**src/rtl/seq_divider_unit.sv**
```systemverilog
// Multi-cycle restoring shift-subtract divider (signed/unsigned) for the ALU.
// One quotient bit per cycle; magnitudes are divided and signs fixed up at the end.
module seq_divider_unit #(
  parameter int unsigned WIDTH = 32
) (
  input  logic             clk,
  input  logic             rst_n,
  input  logic             start,
  input  logic             is_signed,
  input  logic [WIDTH-1:0] dividend,
  input  logic [WIDTH-1:0] divisor,
  output logic             busy,
  output logic             done,
  output logic [WIDTH-1:0] quotient,
  output logic [WIDTH-1:0] remainder,
  output logic             div_by_zero
);

  localparam int unsigned CW = $clog2(WIDTH + 1);

  typedef enum logic [1:0] {
    S_IDLE = 2'd0,
    S_RUN  = 2'd1,
    S_FIX  = 2'd2,
    S_DONE = 2'd3
  } state_e;

  state_e           state_q, state_d;
  logic [CW-1:0]    count_q, count_d;
  logic [WIDTH-1:0] d_q, d_d;        // divisor magnitude
  logic [WIDTH-1:0] r_q, r_d;        // partial remainder
  logic [WIDTH-1:0] q_q, q_d;        // dividend bits shifting out / quotient bits shifting in
  logic             neg_q_q, neg_q_d;
  logic             neg_r_q, neg_r_d;
  logic             zero_q, zero_d;
  logic             busy_q, busy_d;
  logic             done_q, done_d;
  logic [WIDTH-1:0] quot_q, quot_d;
  logic [WIDTH-1:0] rem_q, rem_d;
  logic             dbz_q, dbz_d;

  logic [WIDTH:0]   shifted_r;       // partial remainder with next dividend bit appended
  logic [WIDTH+1:0] trial;           // trial subtraction; MSB is the borrow
  logic             borrow;
  logic [WIDTH-1:0] dividend_mag;
  logic [WIDTH-1:0] divisor_mag;

  // Next-state, datapath step and output register inputs
  always_comb begin
    state_d  = state_q;
    count_d  = count_q;
    d_d      = d_q;
    r_d      = r_q;
    q_d      = q_q;
    neg_q_d  = neg_q_q;
    neg_r_d  = neg_r_q;
    zero_d   = zero_q;
    quot_d   = quot_q;
    rem_d    = rem_q;
    dbz_d    = dbz_q;

    shifted_r    = {r_q, q_q[WIDTH-1]};
    trial        = {1'b0, shifted_r} - {2'b00, d_q};
    borrow       = trial[WIDTH+1];
    dividend_mag = (is_signed && dividend[WIDTH-1]) ? (WIDTH'(0) - dividend) : dividend;
    divisor_mag  = (is_signed && divisor[WIDTH-1])  ? (WIDTH'(0) - divisor)  : divisor;

    case (state_q)
      S_IDLE: begin
        if (start) begin
          neg_q_d = is_signed & (dividend[WIDTH-1] ^ divisor[WIDTH-1]);
          neg_r_d = is_signed & dividend[WIDTH-1];
          d_d     = divisor_mag;
          r_d     = '0;
          count_d = CW'(WIDTH);
          zero_d  = (divisor == '0);
          if (divisor == '0) begin
            // Keep the raw dividend; it is reported unmodified as the remainder
            q_d     = dividend;
            state_d = S_DONE;
          end else begin
            q_d     = dividend_mag;
            state_d = S_RUN;
          end
        end
      end
      S_RUN: begin
        q_d     = {q_q[WIDTH-2:0], ~borrow};
        r_d     = borrow ? shifted_r[WIDTH-1:0] : trial[WIDTH-1:0];
        count_d = count_q - CW'(1);
        if (count_q == CW'(1)) begin
          state_d = S_FIX;
        end
      end
      S_FIX: begin
        quot_d  = neg_q_q ? (WIDTH'(0) - q_q) : q_q;
        rem_d   = neg_r_q ? (WIDTH'(0) - r_q) : r_q;
        dbz_d   = 1'b0;
        state_d = S_DONE;
      end
      S_DONE: begin
        if (zero_q) begin
          quot_d = '1;
          rem_d  = q_q;
          dbz_d  = 1'b1;
        end
        state_d = S_IDLE;
      end
      default: state_d = S_IDLE;
    endcase

    done_d = (state_q == S_DONE);
    busy_d = (state_d != S_IDLE);
  end

  // State and datapath registers
  always_ff @(posedge clk or negedge rst_n) begin
    if (!rst_n) begin
      state_q <= S_IDLE;
      count_q <= '0;
      d_q     <= '0;
      r_q     <= '0;
      q_q     <= '0;
      neg_q_q <= 1'b0;
      neg_r_q <= 1'b0;
      zero_q  <= 1'b0;
      busy_q  <= 1'b0;
      done_q  <= 1'b0;
      quot_q  <= '0;
      rem_q   <= '0;
      dbz_q   <= 1'b0;
    end else begin
      state_q <= state_d;
      count_q <= count_d;
      d_q     <= d_d;
      r_q     <= r_d;
      q_q     <= q_d;
      neg_q_q <= neg_q_d;
      neg_r_q <= neg_r_d;
      zero_q  <= zero_d;
      busy_q  <= busy_d;
      done_q  <= done_d;
      quot_q  <= quot_d;
      rem_q   <= rem_d;
      dbz_q   <= dbz_d;
    end
  end

  assign busy        = busy_q;
  assign done        = done_q;
  assign quotient    = quot_q;
  assign remainder   = rem_q;
  assign div_by_zero = dbz_q;

endmodule

```
**config.mk**
```make
export PLATFORM = sky130hd
export DESIGN_NAME = seq_divider_unit
export DESIGN_NICKNAME = d
export VERILOG_FILES = /design/src/rtl/seq_divider_unit.sv
export SDC_FILE = /design/constraint.sdc
export NUM_CORES = 1
export LEC_CHECK = 0
export CORE_MARGIN = 2
export CORE_UTILIZATION = 38
export CTS_CLUSTER_SIZE = 16
export DETAILED_ROUTE_END_ITERATION = 7
export PLACE_DENSITY = 0.59
export SKIP_LAST_GASP = 1
export SYNTH_ARGS = -nofsm -noshare
export SYNTH_HDL_FRONTEND = slang
export SYNTH_SLANG_ARGS = --single-unit
```
**constraint.sdc**
```tcl
create_clock -name clk -period 3.4 [get_ports clk]
set_input_delay 1.02 -clock clk [delete_from_list [all_inputs] [get_ports clk]]
set_output_delay 1.02 -clock clk [all_outputs]
set_load 0.01 [all_outputs]
```
Word level (Yosys, flattened, before mapping)

Cells that the tools add are included.

Bits in registers: 174
Output and inout port bits: 67

Multiplexer cells: 22
Equality and inequality tests: 6
Bitwise operators: 4
Reduce and logical (&&, ||, !) cells: 10
$add $sub $neg: 6

Operator list:

| cell                  | number |
|---|---|
| $mux 32               | 10 |
| $pmux 32 s2           | 4 |
| $sub 1x32->32 const A | 4 |
| $sub 33x32->34        | 1 |
| $logic_not 32->1      | 1 |
| $pmux 6 s2            | 1 |
| $pmux 2 s4            | 1 |
| $eq 6x1->1 const B    | 1 |
| $mux 2                | 3 |
| $mux 6                | 1 |
| $reduce_and 2->1      | 3 |
| $reduce_bool 2->1     | 3 |
| $sub 6x1->6 const B   | 1 |
| $eq 2x2->1 const B    | 2 |
| $ne 2x2->1 const B    | 2 |
| $and 1x1->1           | 2 |
| $eq 2x1->1 const B    | 1 |
| $logic_and 1x1->1     | 2 |
| $logic_not 2->1       | 1 |
| $pmux 1 s2            | 1 |
| $mux 1                | 1 |
| $not 1->1             | 1 |
| $xor 1x1->1           | 1 |

Depth between registers and ports, before layout

Gate-level depths: netlist (run 1).

Depth in word-level cells: 5
Gate-level depth with buffers: 12

Least setup slack after synthesis (run 1)

No wires, ideal clock.

Path kind: input -> register
Start point: in dividend[12]
End point: reg q_q[29]
Library setup time: 0.129 ns
Setup slack: -0.069 ns
Stages: 7
Arrival time: 3.340 ns
Path buffers: 0
Cells stage by stage: or4_1 > or2_2 > or4_1 > or4_4 > o41ai_2 > xor2_1 > o21ai_1

Cells in the longest elaborated chain, start to end: 5

RTL lines:

| what                   | line | RTL |
|---|---|---|
| start: declaration     | 10   | `input logic [WIDTH-1:0] dividend,` |
| $sub 1x32->32          | 65   | `dividend_mag = (is_signed && dividend[WIDTH-1]) ? (WIDTH'(0) - dividend) : dividend;` |
| $mux 32                | 65   |  |
| $mux 32                | 77   | `if (divisor == '0) begin` |
| $mux 32                | 70   | `if (start) begin` |
| $pmux 32 s2            | 68   | `case (state_q)` |
| end signal: assignment | 137  | `q_q <= q_d;` |
| end: declaration       | 32   | `logic [WIDTH-1:0] q_q, q_d;` |

No other way between the ends. The select of a mux whose other input is x is not followed.
A chain may end at the register's enable or synchronous reset.

Worst setup path after layout (run 1)

Start point: in dividend[16]
End point: reg q_q[28]

Same word-level chain as after synthesis.

==> results.tsv, run 1 <==
metric	value	unit
multi_input_area	6760	sq um
ys.flop_type	dfrtp_1	
antenna_found_initial	0	
crit_path_end_kind	flop	
cts-root-buf	clkbuf_16	
drt-met1-wl	16500	um
worstHoldPathType	in2async	
tns	0	ns
whs	0.443	ns
wl_met3	2010	um
min_period	3.39	ns
drc	0	
vias	11000	
power	14.5	mW
critical_path_class	in2reg	
routedWlPerCell	17.7	um
start_util	38.7	%
dp_cells	1921	
grt_overflow	0	
rsz0062_at_grt	yes	
htree_levels	4	
p_leak	6.11	nW
clkTransAtPathRegs	0.07	ns
dieArea	31800	sq um
cp_max_fo	4	
clock_latency	0.44	ns
fin_cells	1956	
layout_common_cells	dfrtp_1 (174), buf_4 (145), nand2_1 (127)	
fillers	2864	
cts_hold_buf	0	
arrival	3.70	ns
top_layer	met4	
post_dp_cell_area	14200	sq um
met2RoutedLength	15600	um
maxCapViolCount	0	
ys_types	70	
diodes	0	
nets	1660	
slew_headroom	52.2	%
port_buffers	134	
synth.area.top_cells	dfrtp_1 (38%), xor2_1 (7.4%), o21ai_0 (4.9%), nand2_1 (4.1%), ha_1 (4.1%)	
start_kind	primary input	
rows	63	
hold_viol_final	0	
skew	0.0181	ns
mostFrequentLayoutCell	dfrtp_1	
grt_max_degree	101	
tightest_slew	0.716	ns
dpl.hpwl	25400	um
required	3.71	ns
ios	135	
place.gp.congestion	0.877	
clockBufferDepth	2	
ys_async_sr_fraction	100	%
numCtsBuffers	17	
fmax	295	MHz
first_iter_violations	1051	
yosys.area.top_type_share	37.7	%
grt_pass1_vias	10400	
synth_top_area_cell	dfrtp_1	
finalCritPeriodShare	99.7	%
setup_viol	0	
cellPowerDensity	978	nW/um^2
finalInstanceArea	14900	sq um
postRouteAntennaNets	0	
via_per_inst	5.63	
numClockSinks	174	
syn2layout_area_growth	28.6	%
yosysWarnings	0	
core	29800	sq um
syn_area_per_cell	8.58	sq um
drive_above_1_share	14.1	%
grtUsageTotal	22.1	%
synth-seq-cells	174	
grt_pass1_wl	55900	um
die_x	178	um
peakVddDrop	0.460	mV
final-max-slew-violation-count	0	
seq_area	4350	sq um
status	complete, no violations	
syn_inst	1346	
ys_seq_area_share	37.7	%
syn_area	11500	sq um
die_y	178	um
wl	34500	um
synthesis.nets	1453	
first_pass_iters	5	
synth_edf_count	0	
tritoncts	built	
sequential cells by signal, summed over array words and instances (netlist names):
register and cells:
busy 1, count_q 6, d_q 32, div_by_zero 1, done 1, neg_q_q 1, neg_r_q 1, q_q 32
quotient 32, r_q 32, remainder 32, state_q 2, zero_q 1
timing repair:
action,in CTS,in global routing
setup buffers,3,0
pin swaps,9,13
endpoints found under the setup margin,14,14
gates resized for setup,11,16
gates cloned,0,0
worst max-delay path, stage by stage:
cell and delay [ns]:
clkdlybuf4s50_1 0.44, or4_1 0.61, or4_4 0.54, or4_4 0.53, o31ai_4 0.23, xor2_1 0.21, a211oi_2 0.10
final timing paths:
check                                           to           startpoint  cells after the start  slack [ns]
max                            q_q[28]$_DFFE_PN0P_         dividend[16]                      7       0.009
max reg2reg                    r_q[26]$_DFFE_PN0P_  q_q[31]$_DFFE_PN0P_                     12        0.18
min                        quotient[0]$_DFFE_PN0P_                rst_n                      1        0.44
max in group asynchronous      neg_q_q$_DFFE_PN0P_                rst_n                      2        2.09
min reg2reg                     d_q[7]$_DFFE_PN0P_   d_q[7]$_DFFE_PN0P_                      2        0.48
min in group clk                d_q[7]$_DFFE_PN0P_   d_q[7]$_DFFE_PN0P_                      2        0.48
synthesized netlist by cell type, types with 4 or more instances:
| master | instances |
|---|---|
| dfrtp_1 | 174 |
| a21oi_1 | 83 |
| a21o_1 | 14 |
| xor2_1 | 97 |
| buf_1 | 6 |
| a31oi_1 | 7 |
| mux2i_1 | 5 |
| nand2b_1 | 8 |
| and2_1 | 7 |
| a22oi_1 | 27 |
| or3_1 | 17 |
| nor2b_1 | 6 |
| clkbuf_1 | 84 |
| xnor2_1 | 45 |
| a221oi_1 | 31 |
| nand3_1 | 17 |
| nor4_1 | 7 |
| a211oi_1 | 8 |
| o41ai_1 | 15 |
| nand3b_1 | 4 |
| o21a_1 | 5 |
| ha_1 | 38 |
| or4_4 | 4 |
| nor3b_1 | 8 |
| nor2_1 | 109 |
| nand4_1 | 24 |
| nand2_1 | 127 |
| o31ai_1 | 37 |
| or2_2 | 7 |
| o211ai_1 | 11 |
| o21ai_0 | 113 |
| or4_1 | 17 |
| o311ai_0 | 16 |
| inv_1 | 48 |
| o22ai_1 | 38 |
| nor3_1 | 30 |
kinds of logic (layout without fill, tap and decap cells):
logic type	count (synthesis)	after routing	synth area share (%)
buffers and inverters	143	363	4.75
muxes	5	5	0.434
and+or+nand+nor	405	405	17.0
DFF	174	174	37.7
adders and majority gates	39	39	4.29
xor gates and xnor gates	142	142	10.8
AOI/OAI and AO/OA	438	438	25.0
metal layers:
| layer | track usage, % | vias up |
|---|---|---|
| met5 | 0 | - |
| met1 | 32.2 | 5244 |
| li1 | - | 5360 |
| met4 | 5.22 | 0 |
| met3 | 3.26 | 36 |
| met2 | 34.5 | 369 |
area by class of cell:
cell class / count / area share (%)
Clock buffer: 17 / 2.86
Clock inverter: 15 / 0.910
Inverter: 49 / 1.24
Multi-Input combinational cell: 1029 / 45.5
Sequential cell: 174 / 29.3
Tap cell: 390 / 3.29
Timing Repair Buffer: 282 / 16.9
through the flow:
| step | utilization [%] | setup WS, ns |
|---|---|---|
| 2_1_floorplan | - | -0.0369 |
| 3_3_place_gp | 47.6 | -0.624 |
| 3_5_place_dp | 47.6 | -0.676 |
| 4_1_cts | 49.7 | -0.0457 |
| 5_1_grt | 49.8 | -0.0467 |
| 6_report | 49.8 | 0.00870 |
report_power, final:
group	leakage [nW]	internal (mW)	switching [mW]
combinational	3.66	3.91	4.78
sequential	2.18	2.95	0.955
clock	0.274	0.973	0.951
total	6.11	7.84	6.69
No activity file was read; power rests on OpenSTA's default activity.
==> inputs of run 2 (changes only) <==
Settings changed: CORE_MARGIN 2 to default, CTS_BUF_LIST from default to sky130_fd_sc_hd__clkbuf_4 sky130_fd_sc_hd__clkbuf_8 sky130_fd_sc_hd__clkbuf_16.
==> run 2 against run 1 <==
  * Die area shrank 2.2%
  * Sequential cell count is the same
  * First-iteration DRC count shrank 3.3%
  * Combinational power shrank 1%
  * Critical path type unchanged
  * Power grew 0.42%
  * Sequential power grew 2%
  * Sequential share of layout area shrank 0.074 points
  * Largest power group unchanged
  * Clock power grew 5%
==> results.tsv, run 2 (synthesis gave the netlist of run 1 again) <==
metric	value	unit	change
maxCapViolCount	0		unchanged
drive_above_1_share	14.1	%	-0.046 points
hold_viol_final	0		unchanged
p_leak	6.08	nW	-0.48%
wl	35000	um	+1.2%
cts_hold_buf	0		unchanged
place.gp.congestion	0.869		-0.92%
ios	135		unchanged
htree_levels	4		unchanged
crit_start	dividend[4]		
dp_slack	-0.685	ns	-0.00988 ns
setup_viol	0		unchanged
clkTransAtPathRegs	0.08	ns	about the same
rsz0062_at_grt	yes		
required	3.72	ns	about the same
routedWlPerCell	17.9	um	+1.4%
cts-root-buf	clkbuf_16		
status	complete, no violations		
skew	0.0204	ns	+0.00231 ns
syn2layout_area_growth	29.0	%	
dpl.hpwl	25800	um	+1.5%
crit_path_end_kind	flop		
slew_headroom	39.1	%	-13 points
first_iter_violations	1016		-3.3%
drc	0		unchanged
grt_max_degree	69		-32%
timing.rr.start	q_q[31]$_DFFE_PN0P_		
postRouteAntennaNets	0		unchanged
finalCritPeriodShare	98.6	%	-1.1 points
fmax	298	MHz	+1.1%
die_y	176	um	-1.1%
grt_pass1_vias	10700		+2.8%
diodes	0		unchanged
rows	63		unchanged
tritoncts	built		
grt_overflow	0		unchanged
port_buffers	134		unchanged
numCtsBuffers	17		unchanged
cp_max_fo	3		-1
numClockSinks	174		unchanged
start_util	38.7	%	unchanged
start_kind	primary input		
first_pass_iters	5		unchanged
clockBufferDepth	2		unchanged
worstHoldPathType	reg2reg		
cellPowerDensity	980	nW/um^2	+0.17%
final-max-slew-violation-count	0		unchanged
critical_path_class	in2reg		
dieArea	31100	sq um	-2.2%
clock_latency	0.44	ns	about the same
antenna_found_initial	0		unchanged
via_per_inst	5.66		+0.51%
tns	0	ns	unchanged
min_period	3.35	ns	-0.0385 ns
peakVddDrop	0.468	mV	+1.8%
tightest_slew	0.914	ns	+0.198 ns
worstHoldStart	d_q[18]$_DFFE_PN0P_		
grtUsageTotal	23.2	%	+1.1 points
arrival	3.67	ns	-0.03 ns
nets	1658		-0.12%
die_x	176	um	-1.1%
grt_pass1_wl	57200	um	+2.3%
core	29800	sq um	unchanged
setup_ws	0.0472	ns	+0.0385 ns
layout_common_cells	dfrtp_1 (174), buf_4 (143), nand2_1 (127)		
vias	11100		+0.41%
mostFrequentLayoutCell	dfrtp_1		
-- run 2: path summary, 6_finish.rpt --
| check | end | slack (ns) | cells after the start |
|---|---|---|---|
| min in group asynchronous | quotient[6]$_DFFE_PN0P_ | 0.55 | 1 |
| max in group asynchronous | r_q[22]$_DFFE_PN0P_ | 2.02 | 2 |
| worst max-delay path | q_q[28]$_DFFE_PN0P_ | 0.05 | 10 |
| worst max register to register | r_q[24]$_DFFE_PN0P_ | 0.20 | 13 |
| worst min-delay path | d_q[18]$_DFFE_PN0P_ | 0.48 | 2 |
| worst min register to register | d_q[18]$_DFFE_PN0P_ | 0.48 | 2 |
-- run 2: worst max-delay path: stages --
cell and delay [ns]:
clkdlybuf4s50_1 0.43, nor3_2 0.13, buf_4 0.14, nand4b_1 0.17, or2_4 0.28, or4_4 0.44
or4_4 0.53, o31ai_4 0.24, xor2_1 0.20, a211oi_2 0.09
-- run 2: where the power goes --
| group | internal [mW] | switching (mW) | total [mW] | leakage [nW] |
|---|---|---|---|---|
| clock network | 1.01 | 1.02 | 2.02 | 0.299 |
| logic | 3.87 | 4.68 | 8.56 | 3.61 |
| registers | 2.95 | 1.05 | 4.00 | 2.18 |
| total | 7.83 | 6.75 | 14.6 | 6.08 |
-- run 2: metrics by stage --
step	area (sq um)	total power [mW]	hold WS, ns	std cells	utilization (%)
final	14900	14.6	0.477	1954	50.0
after global routing	14900	15.8	0.501	1954	50.0
after CTS	14800	14.6	0.482	1953	49.8
after detailed placement	14200	12.5	0.467	1915	47.5
after global placement	14200	12.4	0.462	1915	47.5
after floorplan	11600	9.52	0.445	1346	-
-- run 2: routing by layer --
layer,vias up,GRT usage [%],routed length (um)
met4,0,6.16,523
met3,34,3.40,2130
met5,-,0,0
met2,366,36.6,15800
met1,5270,32.9,16500
li1,5384,-,-
-- run 2: cell type report --
type | instances | area (sq um)
sequential | 174 | 4350
fill | 2884 | 14900
tap | 390 | 488
clock inverter | 15 | 189
multi-input combinational | 1029 | 6770
timing repair buffer | 280 | 2470
clock buffer | 17 | 425
inverter | 49 | 184
-- run 2: repair_timing --
action                                  4_1_cts  5_1_grt
endpoints found under the setup margin       20       20
buffers inserted                              6        1
hold endpoints to repair                      0        0
gates resized for setup                      12       12
pin swaps                                    10       10
